$ cat src/rtl/pkt_out_framer.sv
// pkt_out_framer: final stage of the packet-control path.
// Splits 36-bit capture-memory words into two 18-bit pad beats, prefixes each
// packet with a header beat and separates packets with a programmable idle gap.
// ADC_DATA/ADC_DATA_VALID are registered: the beat decided in cycle t is on the
// pads in cycle t+1. in_ready is combinational and only high in DATA_HI.
module pkt_out_framer #(
  parameter int unsigned IN_W    = 36,      // memory word width, equals 2*OUT_W
  parameter int unsigned OUT_W   = 18,      // pad data width
  parameter logic [7:0]  HDR_TAG = 8'hA5    // fixed tag carried in header [15:8]
) (
  input  logic              pktctrl_clk,
  input  logic              pktctrl_rst,
  input  logic              rf_capture_start,
  input  logic              rf_capture_again,
  input  logic [1:0]        rf_pkt_data_length,
  input  logic [15:0]       rf_pkt_idle_length,
  input  logic [IN_W-1:0]   in_data,
  input  logic              in_valid,
  input  logic              in_last,
  output logic              in_ready,
  output logic [OUT_W-1:0]  ADC_DATA,
  output logic              ADC_DATA_VALID,
  output logic              capture_done,
  output logic [15:0]       pkt_cnt,
  output logic [15:0]       stall_cnt
);

  typedef enum logic [2:0] {
    S_IDLE    = 3'd0,
    S_HDR     = 3'd1,
    S_DATA_HI = 3'd2,
    S_DATA_LO = 3'd3,
    S_GAP     = 3'd4,
    S_DONE    = 3'd5
  } state_t;

  // Packet length code to words per packet: 0=64, 1=128, 2=256, 3=512.
  function automatic logic [9:0] decode_len(input logic [1:0] code);
    return 10'd64 << code;
  endfunction

  // Saturating increment for the underflow counter.
  function automatic logic [15:0] sat_inc16(input logic [15:0] v);
    return (v == 16'hFFFF) ? v : v + 16'd1;
  endfunction

  state_t            state_q, state_d;
  logic [OUT_W-1:0]  adc_data_q, adc_data_d;
  logic              adc_vld_q, adc_vld_d;
  logic              capture_done_q, capture_done_d;
  logic [15:0]       pkt_cnt_q, pkt_cnt_d;
  logic [15:0]       stall_cnt_q, stall_cnt_d;
  logic [7:0]        seq_q, seq_d;
  logic [9:0]        len_words_q, len_words_d;
  logic [9:0]        word_cnt_q, word_cnt_d;
  logic [15:0]       idle_len_q, idle_len_d;
  logic [15:0]       gap_cnt_q, gap_cnt_d;
  logic              last_q, last_d;
  logic              again_q;
  logic [OUT_W-1:0]  lo_q;

  logic              again_rise;
  logic              pkt_full;
  logic [OUT_W-1:0]  hdr_beat;

  assign in_ready   = (state_q == S_DATA_HI);
  assign again_rise = rf_capture_again & ~again_q;
  // word_cnt_q counts LO beats already sent; this LO beat completes the packet.
  assign pkt_full   = ((word_cnt_q + 10'd1) == len_words_q);
  assign hdr_beat   = {2'b10, HDR_TAG, seq_q};

  assign ADC_DATA       = adc_data_q;
  assign ADC_DATA_VALID = adc_vld_q;
  assign capture_done   = capture_done_q;
  assign pkt_cnt        = pkt_cnt_q;
  assign stall_cnt      = stall_cnt_q;

  // Next-state and next-output decision; an undecided cycle drives an idle bus.
  always_comb begin
    state_d        = state_q;
    adc_data_d     = '0;
    adc_vld_d      = 1'b0;
    capture_done_d = capture_done_q;
    pkt_cnt_d      = pkt_cnt_q;
    stall_cnt_d    = stall_cnt_q;
    seq_d          = seq_q;
    len_words_d    = len_words_q;
    word_cnt_d     = word_cnt_q;
    idle_len_d     = idle_len_q;
    gap_cnt_d      = gap_cnt_q;
    last_d         = last_q;

    case (state_q)
      S_IDLE: begin
        seq_d = 8'd0;
        if (rf_capture_start) begin
          state_d = S_HDR;
        end
      end

      S_HDR: begin
        // Configuration is sampled only here so mid-packet writes wait a packet.
        len_words_d = decode_len(rf_pkt_data_length);
        idle_len_d  = rf_pkt_idle_length;
        adc_data_d  = hdr_beat;
        adc_vld_d   = 1'b1;
        word_cnt_d  = 10'd0;
        last_d      = 1'b0;
        state_d     = S_DATA_HI;
      end

      S_DATA_HI: begin
        if (in_valid) begin
          adc_data_d = in_data[IN_W-1:OUT_W];
          adc_vld_d  = 1'b1;
          last_d     = in_last;
          state_d    = S_DATA_LO;
        end else begin
          stall_cnt_d = sat_inc16(stall_cnt_q);
        end
      end

      S_DATA_LO: begin
        adc_data_d = lo_q;
        adc_vld_d  = 1'b1;
        word_cnt_d = word_cnt_q + 10'd1;
        if (last_q || pkt_full) begin
          pkt_cnt_d = pkt_cnt_q + 16'd1;
          seq_d     = seq_q + 8'd1;
          if (last_q) begin
            capture_done_d = 1'b1;
            state_d        = S_DONE;
          end else if (idle_len_q == 16'd0) begin
            // Zero gap: the header follows the last data beat directly.
            state_d = rf_capture_start ? S_HDR : S_IDLE;
          end else begin
            gap_cnt_d = idle_len_q - 16'd1;
            state_d   = S_GAP;
          end
        end else begin
          state_d = S_DATA_HI;
        end
      end

      S_GAP: begin
        if (gap_cnt_q == 16'd0) begin
          state_d = rf_capture_start ? S_HDR : S_IDLE;
        end else begin
          gap_cnt_d = gap_cnt_q - 16'd1;
        end
      end

      S_DONE: begin
        // A restart edge takes priority over a simultaneous drop of start.
        if (again_rise) begin
          seq_d          = 8'd0;
          capture_done_d = 1'b0;
          state_d        = S_HDR;
        end else if (!rf_capture_start) begin
          capture_done_d = 1'b0;
          state_d        = S_IDLE;
        end
      end

      default: begin
        state_d = S_IDLE;
      end
    endcase
  end

  // Control state, counters and registered pad outputs; async reset clears all.
  always_ff @(posedge pktctrl_clk or posedge pktctrl_rst) begin
    if (pktctrl_rst) begin
      state_q        <= S_IDLE;
      adc_data_q     <= '0;
      adc_vld_q      <= 1'b0;
      capture_done_q <= 1'b0;
      pkt_cnt_q      <= 16'd0;
      stall_cnt_q    <= 16'd0;
      seq_q          <= 8'd0;
      len_words_q    <= 10'd64;
      word_cnt_q     <= 10'd0;
      idle_len_q     <= 16'd0;
      gap_cnt_q      <= 16'd0;
      last_q         <= 1'b0;
      again_q        <= 1'b0;
    end else begin
      state_q        <= state_d;
      adc_data_q     <= adc_data_d;
      adc_vld_q      <= adc_vld_d;
      capture_done_q <= capture_done_d;
      pkt_cnt_q      <= pkt_cnt_d;
      stall_cnt_q    <= stall_cnt_d;
      seq_q          <= seq_d;
      len_words_q    <= len_words_d;
      word_cnt_q     <= word_cnt_d;
      idle_len_q     <= idle_len_d;
      gap_cnt_q      <= gap_cnt_d;
      last_q         <= last_d;
      again_q        <= rf_capture_again;
    end
  end

  // Low half of the accepted word, held for the following DATA_LO beat.
  always_ff @(posedge pktctrl_clk) begin
    if (in_ready && in_valid) begin
      lo_q <= in_data[OUT_W-1:0];
    end
  end

endmodule
$ cat config.mk
export PLATFORM = sky130hd
export DESIGN_NAME = pkt_out_framer
export DESIGN_NICKNAME = d
export VERILOG_FILES = /design/src/rtl/pkt_out_framer.sv
export SDC_FILE = /design/constraint.sdc
export NUM_CORES = 1
export LEC_CHECK = 0
export CAP_MARGIN = 20
export CORE_MARGIN = 10
export CORE_UTILIZATION = 35
export DETAILED_ROUTE_END_ITERATION = 7
export SYNTH_ARGS = -nofsm -noshare
export SYNTH_HDL_FRONTEND = slang
export SYNTH_SLANG_ARGS = --single-unit
$ cat constraint.sdc
create_clock -name pktctrl_clk -period 7.8 [get_ports pktctrl_clk]
set_input_delay 1.95 -clock pktctrl_clk [delete_from_list [all_inputs] [get_ports pktctrl_clk]]
set_output_delay 1.95 -clock pktctrl_clk [all_outputs]
set_load 0.05 [all_outputs]
==> impl_metrics.json <==
{
  "outcome": "complete, no violations",
  "vias": 5405,
  "max_freq_mhz": 208,
  "cp_data_arrival_time_ns": 2.86,
  "crit_required_ns": 5.85,
  "synth_top_cell_by_area": "dfrtp_1",
  "port_buffers": 112,
  "avgSynthCellArea_um2": 9.48,
  "syn_inst": 686,
  "cts_tree": "done",
  "rrSetupSlack_ns": 4.50,
  "die_w_um": 156,
  "synthesis.nets": 751,
  "yosys-top-cells-area": "dfrtp_1 42%, edfxtp_1 8.3%, nand2_1 7.2%",
  "cts_buffers": 17,
  "cp-startpoint": "state_q[1]$_DFFE_PP0P_",
  "fin_crit_ns": 4.81,
  "seqPwrFrac_pct": 36.5,
  "route.detailed.drc": 0,
  "cts.hold.buffers_added": 0,
  "p_comb_share_pct": 40.3,
  "finClkSkew_ns": 0.00946,
  "ys_types": 66,
  "crit_end": "in_ready",
  "ff2ff_path_depth": 5,
  "n_antenna_cell": 0,
  "dr.pass1.iters": 5,
  "core_area_mm2": 0.0181,
  "antenna_found_initial": 0,
  "rows": 49,
  "finalSetupViolCount": 0,
  "cts_resized": 0,
  "area_growth_pct": 28.6,
  "syn-cell-area_mm2": 0.00650,
  "setup_tns_ns": 0,
  "internal_power_mw": 1.75,
  "start_util_pct": 35.8,
  "power.leakage_nw": 3.47,
  "grt_pass1_wl_um": 27900,
  "synthTopCellsByCount": "124 x nand2_1, 110 x dfrtp_1, 45 x o21ai_0, 42 x nor2_1, 37 x a21oi_1",
  "powerDensity_mw_per_mm2": 365,
  "fillers": 1704,
  "rr_startpoint": "state_q[2]$_DFFE_PP0P_",
  "tightest_slew_ns": 0.936,
  "grt_usage_pct": 13.9,
  "ir_worst_vdd_uv": 209,
  "min_path_type": "reg -> reg",
  "ios": 113,
  "path_class": "reg -> out",
  "startpoint_type": "register",
  "worst-path-max-fanout": 23,
  "dp_hpwl_um": 11600,
  "sw_frac_of_total_pct": 42.9,
  "finalMaxSlewViolations": 0,
  "layout.nets": 859,
  "clk_pin_slew_ns": 0.06,
  "p_sw_mw": 1.31,
  "htreeDepth": 4,
  "hold_viol_final": 0,
  "die_area_mm2": 0.0244,
  "post_cts_buffers": 0,
  "insertion_delay_ns": 0.42,
  "avgViaCountPerCell": 5.22,
  "grt_pass1_vias": 5272,
  "synth-edff-count": 18,
  "yosys_warnings": 0,
  "yosysMostFrequentCell": "nand2_1",
  "grt_remaining_overflow": 0,
  "wl_um": 16800,
  "synth_ff_type": "dfrtp_1",
  "ys_seq_area_share_pct": 51.0,
  "p_clk_share_pct": 23.2,
  "clk_path_buf_depth": 2,
  "async_flop_share_pct": 86.0,
  "drive_gt1_share_pct": 7.68,
  "r2r_end": "gap_cnt_q[0]$_DFFE_PP0P_",
  "clock_sinks": 129,
  "rsz0062_at_grt": "false",
  "worst_slack_ns": 2.99,
  "cp-end-kind": "output pin",
  "die_h_um": 156,
  "wl_per_cell_um": 16.2,
  "synth_top_area_share_pct": 42.3,
  "gp_congestion": 0.828,
  "drt_iter0_drc": 333,
  "cap_violations": 0,
  "ant_nets": 0,
  "pre_cts_ws_ns": 3.36,
  "min_period_over_period_pct": 61.6,
  "cts-root-buf": "clkbuf_16",
  "ys_seq_elements": 129,
  "slew_headroom_pct": 37.6,
  "grt_max_degree": 59
}
[worst max-delay path, cell delays in order, from the launching register on]
cell             delay [ns]
dfrtp_1                0.32
buf_4                  0.30
clkinv_1               0.52
nor3_1                 0.41
clkdlybuf4s50_1        0.89
[layout by cell type (no fill, tap or decap), types with 5 or more instances in the layout]
cell	Yosys	final
a21oi_1	37	37
a22o_1	5	5
a31oi_1	10	10
and3_1	6	6
buf_4	1	7
clkbuf_1	21	5
clkbuf_16	0	17
clkdlybuf4s50_1	0	112
clkinvlp_4	0	6
dfrtp_1	110	110
edfxtp_1	18	18
ha_1	5	5
inv_1	21	20
mux2i_1	15	15
nand2_1	124	124
nand2b_1	5	5
nand3_1	28	28
nand4_1	15	15
nor2_1	42	42
nor3_1	29	29
nor4_1	13	12
o21ai_0	45	45
o22ai_1	5	5
o31ai_1	7	7
xnor2_1	21	21
xor2_1	16	16
[state kept, by name, summed over array words and instances (netlist names)]
| name | cells |
|---|---|
| ADC_DATA | 18 |
| lo_q | 18 |
| gap_cnt_q | 16 |
| idle_len_q | 16 |
| pkt_cnt | 16 |
| stall_cnt | 16 |
| word_cnt_q | 10 |
| seq_q | 8 |
| len_words_q | 4 |
| state_q | 3 |
| ADC_DATA_VALID | 1 |
| again_q | 1 |
| capture_done | 1 |
| last_q | 1 |
[kinds of logic after synthesis]
logic type,after synthesis,share of synthesized area (%)
compound gates,149,15.1
simple gates,295,21.6
fa+ha+maj,5,0.962
flops,129,51.0
mux,19,3.00
xor+xnor,37,4.98
buf+inv,52,3.35
[power by group through the flow]
stage          clock network, mW  registers, mW  logic [mW]
2_1_floorplan                  0           1.28       0.685
3_3_place_gp                   0           1.12        1.23
3_5_place_dp                   0           1.12        1.24
4_1_cts                    0.727           1.11        1.25
5_1_grt                    0.759           1.15        1.36
6_report                   0.710           1.12        1.23
[cell type report]
type                       instances  area, µm²  share of cell area, %
clock buffer                      23        458                   5.47
clock inverter                     9       63.8                  0.763
inverter                          22       85.1                   1.02
multi-input combinational        505       2980                   35.6
sequential                       129       3320                   39.7
tap                              229        287                   3.43
timing repair buffer             119       1170                   14.0
[metal layers]
| metal | part of all wire, % | up-vias | GRT usage, % |
|---|---|---|---|
| li1 | - | 2692 | - |
| met1 | 45 | 2577 | 17.3 |
| met2 | 45 | 127 | 21.6 |
| met3 | 9.1 | 9 | 6.77 |
| met4 | 0.63 | 0 | 3.10 |
| met5 | 0 | - | 0 |
[how the worst min path moves through the flow]
stage	end	slack, ns	from	cells after the start
after floorplan	ADC_DATA[10]$_DFF_PP0_	0.44	lo_q[10]$_DFFE_PP_	2
final	ADC_DATA[8]$_DFF_PP0_	0.46	lo_q[8]$_DFFE_PP_	2
after CTS	ADC_DATA[8]$_DFF_PP0_	0.46	lo_q[8]$_DFFE_PP_	2
after global routing	pkt_cnt[15]$_DFFE_PP0P_	0.48	pkt_cnt[15]$_DFFE_PP0P_	1
after detailed placement	ADC_DATA[8]$_DFF_PP0_	0.45	lo_q[8]$_DFFE_PP_	2
after global placement	ADC_DATA[15]$_DFF_PP0_	0.45	lo_q[15]$_DFFE_PP_	2
[per-stage QoR]
| step | util (%) | instances | power (mW) | hold slack [ns] | cell area (µm²) |
|---|---|---|---|---|---|
| detailed placement | 43.2 | 1004 | 2.36 | 0.452 | 7840 |
| finish | 46.1 | 1036 | 3.06 | 0.461 | 8360 |
| global route | 46.1 | 1036 | 3.27 | 0.482 | 8360 |
| floorplan | - | 686 | 1.97 | 0.441 | 6500 |
| CTS | 46.1 | 1036 | 3.09 | 0.463 | 8360 |
| global placement | 43.2 | 1004 | 2.35 | 0.446 | 7840 |
Note: power is estimated with default switching activity, not from simulation.
